**src/rtl/gpu_wb_pkg.sv**
```systemverilog
// Shared types for the pixel write buffer.
// Holds line geometry, the line record and the drain state encoding.
package gpu_wb_pkg;

  localparam int BLOCK_PIXELS = 8;
  localparam int TAG_W        = 16;
  localparam int PIX_W        = 16;
  localparam int SLOT_W       = 3;

  typedef struct packed {
    logic [TAG_W-1:0]                   tag;
    logic [BLOCK_PIXELS-1:0][PIX_W-1:0] data;
    logic [BLOCK_PIXELS-1:0]            mask;
  } line_t;

  typedef enum logic {
    DR_IDLE  = 1'b0,
    DR_WRITE = 1'b1
  } drain_st_e;

  // Empty line takes the pixel's tag; a filled slot is overwritten.
  function automatic line_t line_put(
    input line_t             l,
    input logic [TAG_W-1:0]  tag,
    input logic [SLOT_W-1:0] slot,
    input logic [PIX_W-1:0]  col
  );
    line_t r;
    r = l;
    if (l.mask == '0) r.tag = tag;
    r.data[slot] = col;
    r.mask[slot] = 1'b1;
    return r;
  endfunction

endpackage

```
**src/rtl/gpu_wb_line.sv**
```systemverilog
// One 8-pixel write-combining line: tag compare, slot write, mask, clear.
// Ports: clk/i_nrst, i_clr/i_wr/i_load ops, pixel tag/slot/color, o_line/o_hit/o_empty.
import gpu_wb_pkg::*;

module gpu_wb_line (
  input  logic              clk,
  input  logic              i_nrst,
  input  logic              i_clr,
  input  logic              i_wr,
  input  logic              i_load,
  input  line_t             i_load_line,
  input  logic [TAG_W-1:0]  i_tag,
  input  logic [SLOT_W-1:0] i_slot,
  input  logic [PIX_W-1:0]  i_color,
  output line_t             o_line,
  output logic              o_hit,
  output logic              o_empty
);

  logic [BLOCK_PIXELS-1:0]            mask_q, mask_d;
  logic [TAG_W-1:0]                   tag_q, tag_d;
  logic [BLOCK_PIXELS-1:0][PIX_W-1:0] data_q, data_d;
  line_t                              nxt;

  always_comb begin
    o_line.tag  = tag_q;
    o_line.data = data_q;
    o_line.mask = mask_q;
    nxt = o_line;
    // clear then write starts a fresh line in the same cycle
    if (i_clr) nxt.mask = '0;
    if (i_wr) nxt = line_put(nxt, i_tag, i_slot, i_color);
    if (i_load) nxt = i_load_line;
    mask_d = nxt.mask;
    tag_d  = nxt.tag;
    data_d = nxt.data;
  end

  assign o_empty = (mask_q == '0);
  assign o_hit   = !o_empty && (tag_q == i_tag);

  always_ff @(posedge clk or negedge i_nrst) begin
    if (!i_nrst) mask_q <= '0;
    else         mask_q <= mask_d;
  end

  always_ff @(posedge clk) begin
    tag_q  <= tag_d;
    data_q <= data_d;
  end

endmodule

```
**src/rtl/gpu_pixel_write_buffer.sv**
```systemverilog
// Combines final pixels into 8-pixel VRAM block writes.
// Ports: pixel in (i_valid/i_scrX/i_scrY/i_color/i_flush, o_stall), o_busy,
// write out (o_wrReq/o_wrAdr/o_wrData/o_wrMask, i_wrAck). Macro GPU_WB_DOUBLE_BUFFER_EN.
import gpu_wb_pkg::*;

module gpu_pixel_write_buffer (
  input  logic         clk,
  input  logic         i_nrst,
  input  logic         i_valid,
  input  logic [9:0]   i_scrX,
  input  logic [8:0]   i_scrY,
  input  logic [15:0]  i_color,
  input  logic         i_flush,
  output logic         o_stall,
  output logic         o_busy,
  output logic         o_wrReq,
  output logic [15:0]  o_wrAdr,
  output logic [127:0] o_wrData,
  output logic [7:0]   o_wrMask,
  input  logic         i_wrAck
);

  drain_st_e         state_q;
  logic              req_q, flp_q, flp_d;
  logic [TAG_W-1:0]  pix_tag;
  logic [SLOT_W-1:0] slot;
  logic              fl, busy_dr, ack;
  logic              miss, accept, trig;
  line_t             fill_l, drn_l;
  logic              fill_hit, fill_empty, dr_empty;

  assign pix_tag = {i_scrY, i_scrX[9:3]};
  assign slot    = i_scrX[2:0];
  assign fl      = i_flush | flp_q;
  assign busy_dr = (state_q == DR_WRITE);
  assign ack     = busy_dr & i_wrAck;

`ifdef GPU_WB_DOUBLE_BUFFER_EN
  logic  miss_swap, fl_swap, fill_wr, dr_hit;
  line_t drn_ld;

  always_comb begin
    miss      = !fill_empty && !fill_hit;
    o_stall   = i_valid & miss & busy_dr;
    accept    = i_valid & ~o_stall;
    miss_swap = i_valid & miss & ~busy_dr;
    fl_swap   = fl & ~busy_dr & ~miss_swap
              & (~fill_empty | accept);
    trig      = miss_swap | fl_swap;
    // flush swap carries this cycle's pixel into the drain line
    fill_wr   = accept & ~fl_swap;
    drn_ld    = fill_l;
    if (fl_swap && accept)
      drn_ld = line_put(fill_l, pix_tag, slot, i_color);
    flp_d     = fl & (busy_dr | miss_swap);
  end

  gpu_wb_line u_fill (
    .clk         (clk),
    .i_nrst      (i_nrst),
    .i_clr       (trig),
    .i_wr        (fill_wr),
    .i_load      (1'b0),
    .i_load_line ('0),
    .i_tag       (pix_tag),
    .i_slot      (slot),
    .i_color     (i_color),
    .o_line      (fill_l),
    .o_hit       (fill_hit),
    .o_empty     (fill_empty)
  );

  gpu_wb_line u_drain (
    .clk         (clk),
    .i_nrst      (i_nrst),
    .i_clr       (ack),
    .i_wr        (1'b0),
    .i_load      (trig),
    .i_load_line (drn_ld),
    .i_tag       (pix_tag),
    .i_slot      (slot),
    .i_color     (i_color),
    .o_line      (drn_l),
    .o_hit       (dr_hit),
    .o_empty     (dr_empty)
  );

  logic unused_dr;
  assign unused_dr = dr_hit;
`else
  // the single line is frozen while it drains, so every pixel misses
  always_comb begin
    miss    = busy_dr | (!fill_empty && !fill_hit);
    o_stall = i_valid & miss;
    accept  = i_valid & ~miss;
    trig    = ~busy_dr & ((i_valid & miss)
            | (fl & (~fill_empty | accept)));
    flp_d   = fl & (busy_dr | (i_valid & miss));
  end

  gpu_wb_line u_fill (
    .clk         (clk),
    .i_nrst      (i_nrst),
    .i_clr       (ack),
    .i_wr        (accept),
    .i_load      (1'b0),
    .i_load_line ('0),
    .i_tag       (pix_tag),
    .i_slot      (slot),
    .i_color     (i_color),
    .o_line      (fill_l),
    .o_hit       (fill_hit),
    .o_empty     (fill_empty)
  );

  assign drn_l    = fill_l;
  assign dr_empty = fill_empty;
`endif

  always_ff @(posedge clk or negedge i_nrst) begin
    if (!i_nrst) begin
      state_q <= DR_IDLE;
      req_q   <= 1'b0;
      flp_q   <= 1'b0;
    end else begin
      flp_q <= flp_d;
      unique case (state_q)
        DR_IDLE: if (trig) begin
          state_q <= DR_WRITE;
          req_q   <= 1'b1;
        end
        DR_WRITE: if (i_wrAck) begin
          state_q <= DR_IDLE;
          req_q   <= 1'b0;
        end
        default: begin
          state_q <= DR_IDLE;
          req_q   <= 1'b0;
        end
      endcase
    end
  end

  assign o_wrReq  = req_q;
  assign o_wrAdr  = req_q ? drn_l.tag  : '0;
  assign o_wrData = req_q ? drn_l.data : '0;
  assign o_wrMask = req_q ? drn_l.mask : '0;
  assign o_busy   = ~fill_empty | ~dr_empty | req_q | flp_q;

endmodule

```
**config.mk**
```make
export PLATFORM = sky130hd
export DESIGN_NAME = gpu_pixel_write_buffer
export DESIGN_NICKNAME = d
export VERILOG_FILES = /design/src/rtl/gpu_wb_pkg.sv /design/src/rtl/gpu_wb_line.sv /design/src/rtl/gpu_pixel_write_buffer.sv
export SDC_FILE = /design/constraint.sdc
export NUM_CORES = 1
export LEC_CHECK = 0
export BUFFER_PORTS_ARGS = -buffer_cell sky130_fd_sc_hd__buf_2
export CELL_PAD_IN_SITES_DETAIL_PLACEMENT = 1
export CELL_PAD_IN_SITES_GLOBAL_PLACEMENT = 1
export CORE_MARGIN = 3
export CORE_UTILIZATION = 37
export CTS_CLUSTER_DIAMETER = 50
export CTS_CLUSTER_SIZE = 12
export DETAILED_ROUTE_END_ITERATION = 8
export HOLD_SLACK_MARGIN = 0.1
export PLACE_DENSITY_LB_ADDON = 0.3
export SLEW_MARGIN = 20
export SYNTH_ARGS = -nofsm -noshare
export SYNTH_HDL_FRONTEND = slang
export SYNTH_SLANG_ARGS = --single-unit
```
**constraint.sdc**
```tcl
create_clock -name clk -period 2.11 [get_ports clk]
set_input_delay 0.5275 -clock clk [delete_from_list [all_inputs] [get_ports clk]]
set_output_delay 0.5275 -clock clk [all_outputs]
set_load 0.05 [all_outputs]
```
# Word-level counts from Yosys, hierarchy flattened
# Index checks and enable logic that the tools add are counted.
dict set report op_classes {
  eq_ne 3
  div 0
  order_cmp 2
  muxes 16
  reduce_logical 9
  multipliers 0
  bitwise 17
  shifts 0
  n_addsub 0
}
# op n
set ops {}
lappend ops {{128-bit bitwise mux} 1}
lappend ops {{128-bit two-way mux} 1}
lappend ops {{16-bit demux with 3-bit select} 1}
lappend ops {{16-bit two-way mux} 2}
lappend ops {{8-bit two-way mux} 3}
lappend ops {{16-bit == test} 1}
lappend ops {{8-bit logical NOT} 2}
lappend ops {{8-bit bitwise OR} 1}
lappend ops {{1-bit bitwise OR} 7}
lappend ops {{1-bit AND} 6}
lappend ops {{1-bit two-way mux} 5}
lappend ops {{3-bit by 4-bit less-than comparator with 1-bit output (second input constant)} 1}
lappend ops {{2-bit inequality test (second input constant)} 2}
lappend ops {{1-bit case mux with 2 select lines} 2}
lappend ops {{2-bit AND reduction} 2}
lappend ops {{1-bit demux with 3-bit select} 1}
lappend ops {{3-bit by 1-bit >= comparator with 1-bit output (second input constant)} 1}
lappend ops {{1-bit logical AND} 3}
lappend ops {{1-bit NOT} 3}
lappend ops {{1-bit logical NOT} 2}
dict set report totals {
  ramBits 0
  latchBits 0
  rom_bits 0
  wordCells 60
  mem_count 0
  regBits 155
  out_inout_bits 155
}

# Depth between registers and ports, before layout
dict set report logic_depth {
  depth_word 14
  mapped_depth 5
}

# Hierarchy
# From an unflattened synthesis, not the netlist that was laid out.
dict set report unflattened {
  hier_cells 733
  area_unflattened_um2 7728.7
}
# module cells_each area_each_um2 n_inst seq_area_each_um2
set by_module_without_submodules {}
lappend by_module_without_submodules {gpu_wb_line 544 6502.5 1 4524.3}
lappend by_module_without_submodules {gpu_pixel_write_buffer 189 1226.2 1 75.1}

# Least setup slack after synthesis
# OpenSTA, ideal clock, no wires.
dict set report synth_path {
  path_kind {input to register}
  start {input i_scrX[4]}
  end {register u_fill.data_q, in the netlist u_fill.o_line[100] (enable)}
  required_time_ns 1.716
  slack_ns -0.344
  n_path_buf 1
  t_arrival_ns 2.059
  path_stages 5
  path_cell_list {xor2_1 nor4_1 nand4_1 buf_2 a21oi_1}
}
dict set report synth_via {
  elab_chain_len 7
}
# item line_no
set synth_rtl {}
lappend synth_rtl {{start: declaration} gpu_pixel_write_buffer.sv:10} ;# input logic [9:0] i_scrX,
lappend synth_rtl {{16-bit == test} gpu_wb_line.sv:40} ;# assign o_hit = !o_empty && (tag_q == i_tag);
lappend synth_rtl {{1-bit logical AND} gpu_wb_line.sv:40}
lappend synth_rtl {{1-bit logical NOT} gpu_pixel_write_buffer.sv:93} ;# miss = busy_dr | (!fill_empty && !fill_hit);
lappend synth_rtl {{1-bit logical AND} gpu_pixel_write_buffer.sv:93}
lappend synth_rtl {{1-bit bitwise OR} gpu_pixel_write_buffer.sv:93}
lappend synth_rtl {{1-bit NOT} gpu_pixel_write_buffer.sv:95} ;# accept = i_valid & ~miss;
lappend synth_rtl {{1-bit AND} gpu_pixel_write_buffer.sv:95}
lappend synth_rtl {{end signal: assignment} gpu_wb_line.sv:49} ;# data_q <= data_d;
lappend synth_rtl {{end: declaration} gpu_wb_line.sv:22} ;# logic [BLOCK_PIXELS-1:0][PIX_W-1:0] data_q, data_d;
# No other way between the ends.
# A chain may end at the register's enable or synchronous reset.

# Final worst setup path
dict set report layout_path {
  start {register u_fill.tag_q[4]}
  end {output o_stall}
}
dict set report layout_via {
  elab_chain_len 6
}
# item line_no
set layout_rtl {}
lappend layout_rtl {{start: declaration} gpu_wb_line.sv:21} ;# logic [TAG_W-1:0] tag_q, tag_d;
lappend layout_rtl {{start signal: assignment} gpu_wb_line.sv:48} ;# tag_q <= tag_d;
lappend layout_rtl {{16-bit == test} gpu_wb_line.sv:40}
lappend layout_rtl {{1-bit logical AND} gpu_wb_line.sv:40}
lappend layout_rtl {{1-bit logical NOT} gpu_pixel_write_buffer.sv:93}
lappend layout_rtl {{1-bit logical AND} gpu_pixel_write_buffer.sv:93}
lappend layout_rtl {{1-bit bitwise OR} gpu_pixel_write_buffer.sv:93}
lappend layout_rtl {{1-bit AND} gpu_pixel_write_buffer.sv:94} ;# o_stall = i_valid & miss;
lappend layout_rtl {{end: declaration} gpu_pixel_write_buffer.sv:14} ;# output logic o_stall,
# No other way between the ends.

==> qor.txt <==
WORST SETUP PATH
--------------------------------------------------------------------------------------------------------
FF-to-FF setup slack                                                                            -0.30 ns
Reg-to-reg critical path startpoint                                                         u_fill.tag_q[4]
Critical path buffer and inverter count                                                                2
Capturing element type of the critical path                                                   output pin
Required time of the critical path                                                               1.58 ns
Class of the most critical setup path                                                       flip-flop to output pin
Worst Setup Start Kind                                                                         flip-flop
Cell with the biggest individual delay on the critical path                                 sky130_fd_sc_hd__edfxtp_1
Biggest fanout along the worst timing path                                                             2
R2r worst-path depth                                                                                   8
Reg2reg end                                                                                 u_fill.o_line[89]
Crit-path leading delay family                                                              simple AND/OR/NAND/NOR gates
WP data arrival                                                                                  2.03 ns
Critical path cell sequence                                                                 xor2_1, nor4_1, buf_4, nand4_1, a31o_2, buf_6
Largest incremental delay on the critical path                                                   0.41 ns

FLOORPLAN
--------------------------------------------------------------------------------------------------------
Effective utilization at floorplan                                                                0.3833
Chip height                                                                                     135.2 µm
Std-Cell Rows                                                                                         46
Placeable core region                                                                         16,120 µm²
Number of top-level design ports                                                                     195
X dimension of the die                                                                          135.2 µm
Area of the die                                                                               18,280 µm²

STA
--------------------------------------------------------------------------------------------------------
Number of hold violations in the final report                                                          0
Setup repair after global routing missed its margin                                                 true
Relative slew margins                                                                             0.7714
Final hold slack                                                                               0.3006 ns
PnR worst setup slack                                                                         -0.4502 ns
Slew Limit Fails                                                                                       0
FMAX                                                                                          0.3906 GHz
Final setup vio count                                                                                283
Crit path time final                                                                            2.560 ns
Period Utilization, post-route                                                                     1.213
Slew at the pin closest to its max-slew limit                                                  0.3422 ns
Final worst clock skew                                                                        0.01051 ns

HOLD PATH
--------------------------------------------------------------------------------------------------------
Min-Delay Path Class                                                                        input pin to flip-flop
Instance count along the most critical hold path                                                       1
Start point of the worst hold path                                                             i_scrY[4]
Hold EP                                                                                     u_fill.tag_q[11]

SYNTHESIS
--------------------------------------------------------------------------------------------------------
Number of synthesized flops with an enable pin                                                       144
Number of instances in the synthesized netlist                                                       403
Mapped Nets                                                                                          443
Synthesis Warnings                                                                                     0
Sequential share of the synthesized area                                                          0.7446
Post-synthesis cell type count                                                                        28
Portion of synthesized cell area occupied by the leading cell type                                0.7000
Async set or reset register ratio after synthesis                                                0.07097
Main synth FF type                                                                          sky130_fd_sc_hd__edfxtp_1
Cell Area, Synth                                                                                6177 µm²
Post-synth top area cell                                                                    sky130_fd_sc_hd__edfxtp_1
Register bit total from synthesis                                                                    155
Top area cells in the synthesized netlist                                                   sky130_fd_sc_hd__edfxtp_1 70%, sky130_fd_sc_hd__and2_1 16%, sky130_fd_sc_hd__dfrtp_1 4.5%
Mean Syn Cell Area                                                                             15.33 µm²

ROUTE
--------------------------------------------------------------------------------------------------------
Vias per std cell                                                                                  5.170
DR iter-0 viols                                                                                      338
Final ANT Viol Nets                                                                                    0
WL per Instance                                                                                 27.53 µm
Vias after detailed routing                                                                        4,679
DRT Pass-1 Iters                                                                                       5
Post-route DRC violation count                                                                         0
Total detailed-routing wirelength                                                              24,920 µm

PWR
--------------------------------------------------------------------------------------------------------
Fraction of power consumed by the clock network                                                    0.164
Leakage power                                                                                0.004545 µW
Combinational group share of total power                                                           0.618
Post-layout total power                                                                        18,070 µW
Highest ir drop seen on vdd                                                                     1.008 mV
Net Sw Frac                                                                                       0.4062
Sw power                                                                                         7341 µW
Cell area power density                                                                      1624 nW/µm²
Design internal power                                                                          10,730 µW
Fraction of power consumed by sequential logic                                                     0.217

FINAL LAYOUT
--------------------------------------------------------------------------------------------------------
Fill cell total of the finished layout                                                             1,371
Number of antenna cells inserted                                                                       0
Number of nets in the layout                                                                         716
Share of post-route cells with drive strength above 1                                             0.6807
P&R area growth vs syn                                                                            80.11%

CTS
--------------------------------------------------------------------------------------------------------
Post-CTS clock slew at the launch and capture registers of the worst setup and hold paths        0.06 ns
CTS max path bufs                                                                                      2
Number of buffers created by CTS                                                                      17
Clk Latency, worst-skew pair                                                                     0.43 ns
H-tree levels                                                                                          4
CTS Sinks                                                                                            155
TritonCTS clock tree                                                                                 yes
Clk Tree Root Cell                                                                          sky130_fd_sc_hd__clkbuf_16

RUN
--------------------------------------------------------------------------------------------------------
Max-capacitance violation count                                                                        0

STATUS
--------------------------------------------------------------------------------------------------------
Outcome                                                                                     finished with violations
Violated checks                                                                             negative setup slack

GLOBAL ROUTE
--------------------------------------------------------------------------------------------------------
Number of antenna violations at the first check in global routing                                      0
Met3 usage in global routing                                                                     0.06872
Overall overflow remaining after global route                                                          0
Largest net degree at the start of global routing                                                     20
M1 GR Usage                                                                                       0.3088
Most crowded layer after global routing                                                             met2
Global-route met2 utilization                                                                     0.4640
Global-route usage over all layers                                                                0.2603
Global-route wire length before repair                                                         34,270 µm
Via count of the first global-routing pass                                                         5,164

PLACED DESIGN
--------------------------------------------------------------------------------------------------------
IO Port Bufs                                                                                         194
Post-detail-place hpwl                                                                         11,200 µm
Final weighted congestion of routability-driven global placement                                  0.7662

final cells by class:
cell class	count	area, µm²	share of cell area
clock buffer	23	447.9	0.04026
clock inverter	9	97.59	0.008772
inverter	1	3.754	0.0003374
multi-input combinational	225	1964	0.1766
sequential	155	4603	0.4137
tap	216	270.3	0.02429
timing repair buffer	276	3739	0.3360
flip-flops by register name, indices dropped and copies added, names as in the netlist:
register and cells:
flp_q 1, u_fill.o_line 128, u_fill.tag_q 16, u_fill.mask_q 8, o_wrReq 1, busy_dr 1
timing repair:
item / 4_1_cts / 5_1_grt
hold endpoints to repair: 11 / 0
hold buffers: 1 / 0
setup buffers: 23 / 17
cloned: 25 / 5
gates resized for setup: 558 / 93
pin swaps: 8 / 4
endpoints found under the setup margin: 281 / 283
power groups by stage:
stage | clock network, µW | logic, µW | registers (µW)
floorplan | 0 | 4650 | 3910
global placement | 0 | 6000 | 3930
detailed placement | 0 | 6100 | 3950
CTS | 2930 | 10600 | 3910
global route | 3140 | 11500 | 3950
finish | 2970 | 11200 | 3930
how the worst max path moves through the flow:
| stage | depth (start not counted) | slack, ns | start | end |
|---|---|---|---|---|
| detailed placement | 8 | -0.39 | i_scrX[5] | u_fill.o_line[130] |
| global placement | 8 | -0.38 | i_scrX[5] | u_fill.o_line[130] |
| finish | 6 | -0.45 | u_fill.tag_q[4] | o_stall |
| CTS | 6 | -0.44 | u_fill.tag_q[4] | o_stall |
| global route | 6 | -0.55 | u_fill.tag_q[4] | o_stall |
| floorplan | 5 | -0.07 | i_scrX[4] | u_fill.o_line[100] |
per-stage QoR:
| step | TNS (ns) | instance area [µm²] | worst slack, ns | instances | util |
|---|---|---|---|---|---|
| 5_1_grt | -60.25 | 11130 | -0.5538 | 905 | 0.6904 |
| 6_report | -41.19 | 11130 | -0.4502 | 905 | 0.6904 |
| 3_3_place_gp | -34.03 | 7746 | -0.3802 | 817 | 0.4807 |
| 4_1_cts | -45.24 | 10880 | -0.4435 | 898 | 0.6750 |
| 3_5_place_dp | -37.11 | 7746 | -0.3897 | 817 | 0.4807 |
| 2_1_floorplan | -9.331 | 6296 | -0.06857 | 403 | - |
cells in the mapped netlist (3+ instances only):
master                      count
sky130_fd_sc_hd__buf_2          5
sky130_fd_sc_hd__nand4b_1       3
sky130_fd_sc_hd__o21ai_0        8
sky130_fd_sc_hd__edfxtp_1     144
sky130_fd_sc_hd__and2_1       154
sky130_fd_sc_hd__a2bb2oi_1      8
sky130_fd_sc_hd__clkbuf_1      17
sky130_fd_sc_hd__xor2_1        16
sky130_fd_sc_hd__a31o_2         3
sky130_fd_sc_hd__a21oi_1        8
sky130_fd_sc_hd__dfrtp_1       11
sky130_fd_sc_hd__nor4_1         6
placed cells by master (no fill, tap or decap), drive strengths merged, types with 2 or more instances in the layout:
cell type	instances
buf	270
and2	154
edfxtp	144
clkbuf	28
xor2	16
dfrtp	11
a2bb2oi	8
o21ai	8
a21oi	8
nor4	6
clkinv	6
nand4b	3
a31o	3
nand4	2
nor2	2
nand3b	2
a22o	2
bufinv	2
or4b	2
nand2	2
metal layers:
| layer | vias up | wire length (µm) | part of all wire |
|---|---|---|---|
| li1 | 1991 | - | - |
| met2 | 233 | 13460 | 0.54 |
| met4 | 0 | 328 | 0.013 |
| met1 | 2434 | 9550 | 0.38 |
| met3 | 21 | 1578 | 0.063 |
| met5 | - | 0 | 0 |
kinds of logic (layout without fill, tap and decap cells):
family	after synthesis	count (layout)	share of synthesized area
simple gates	179	179	0.1847
buf+inv	23	309	0.01499
xor+xnor	16	16	0.02269
compound gates	30	30	0.03302
flops	155	155	0.7446
No activity file was read; power rests on OpenSTA's default activity.
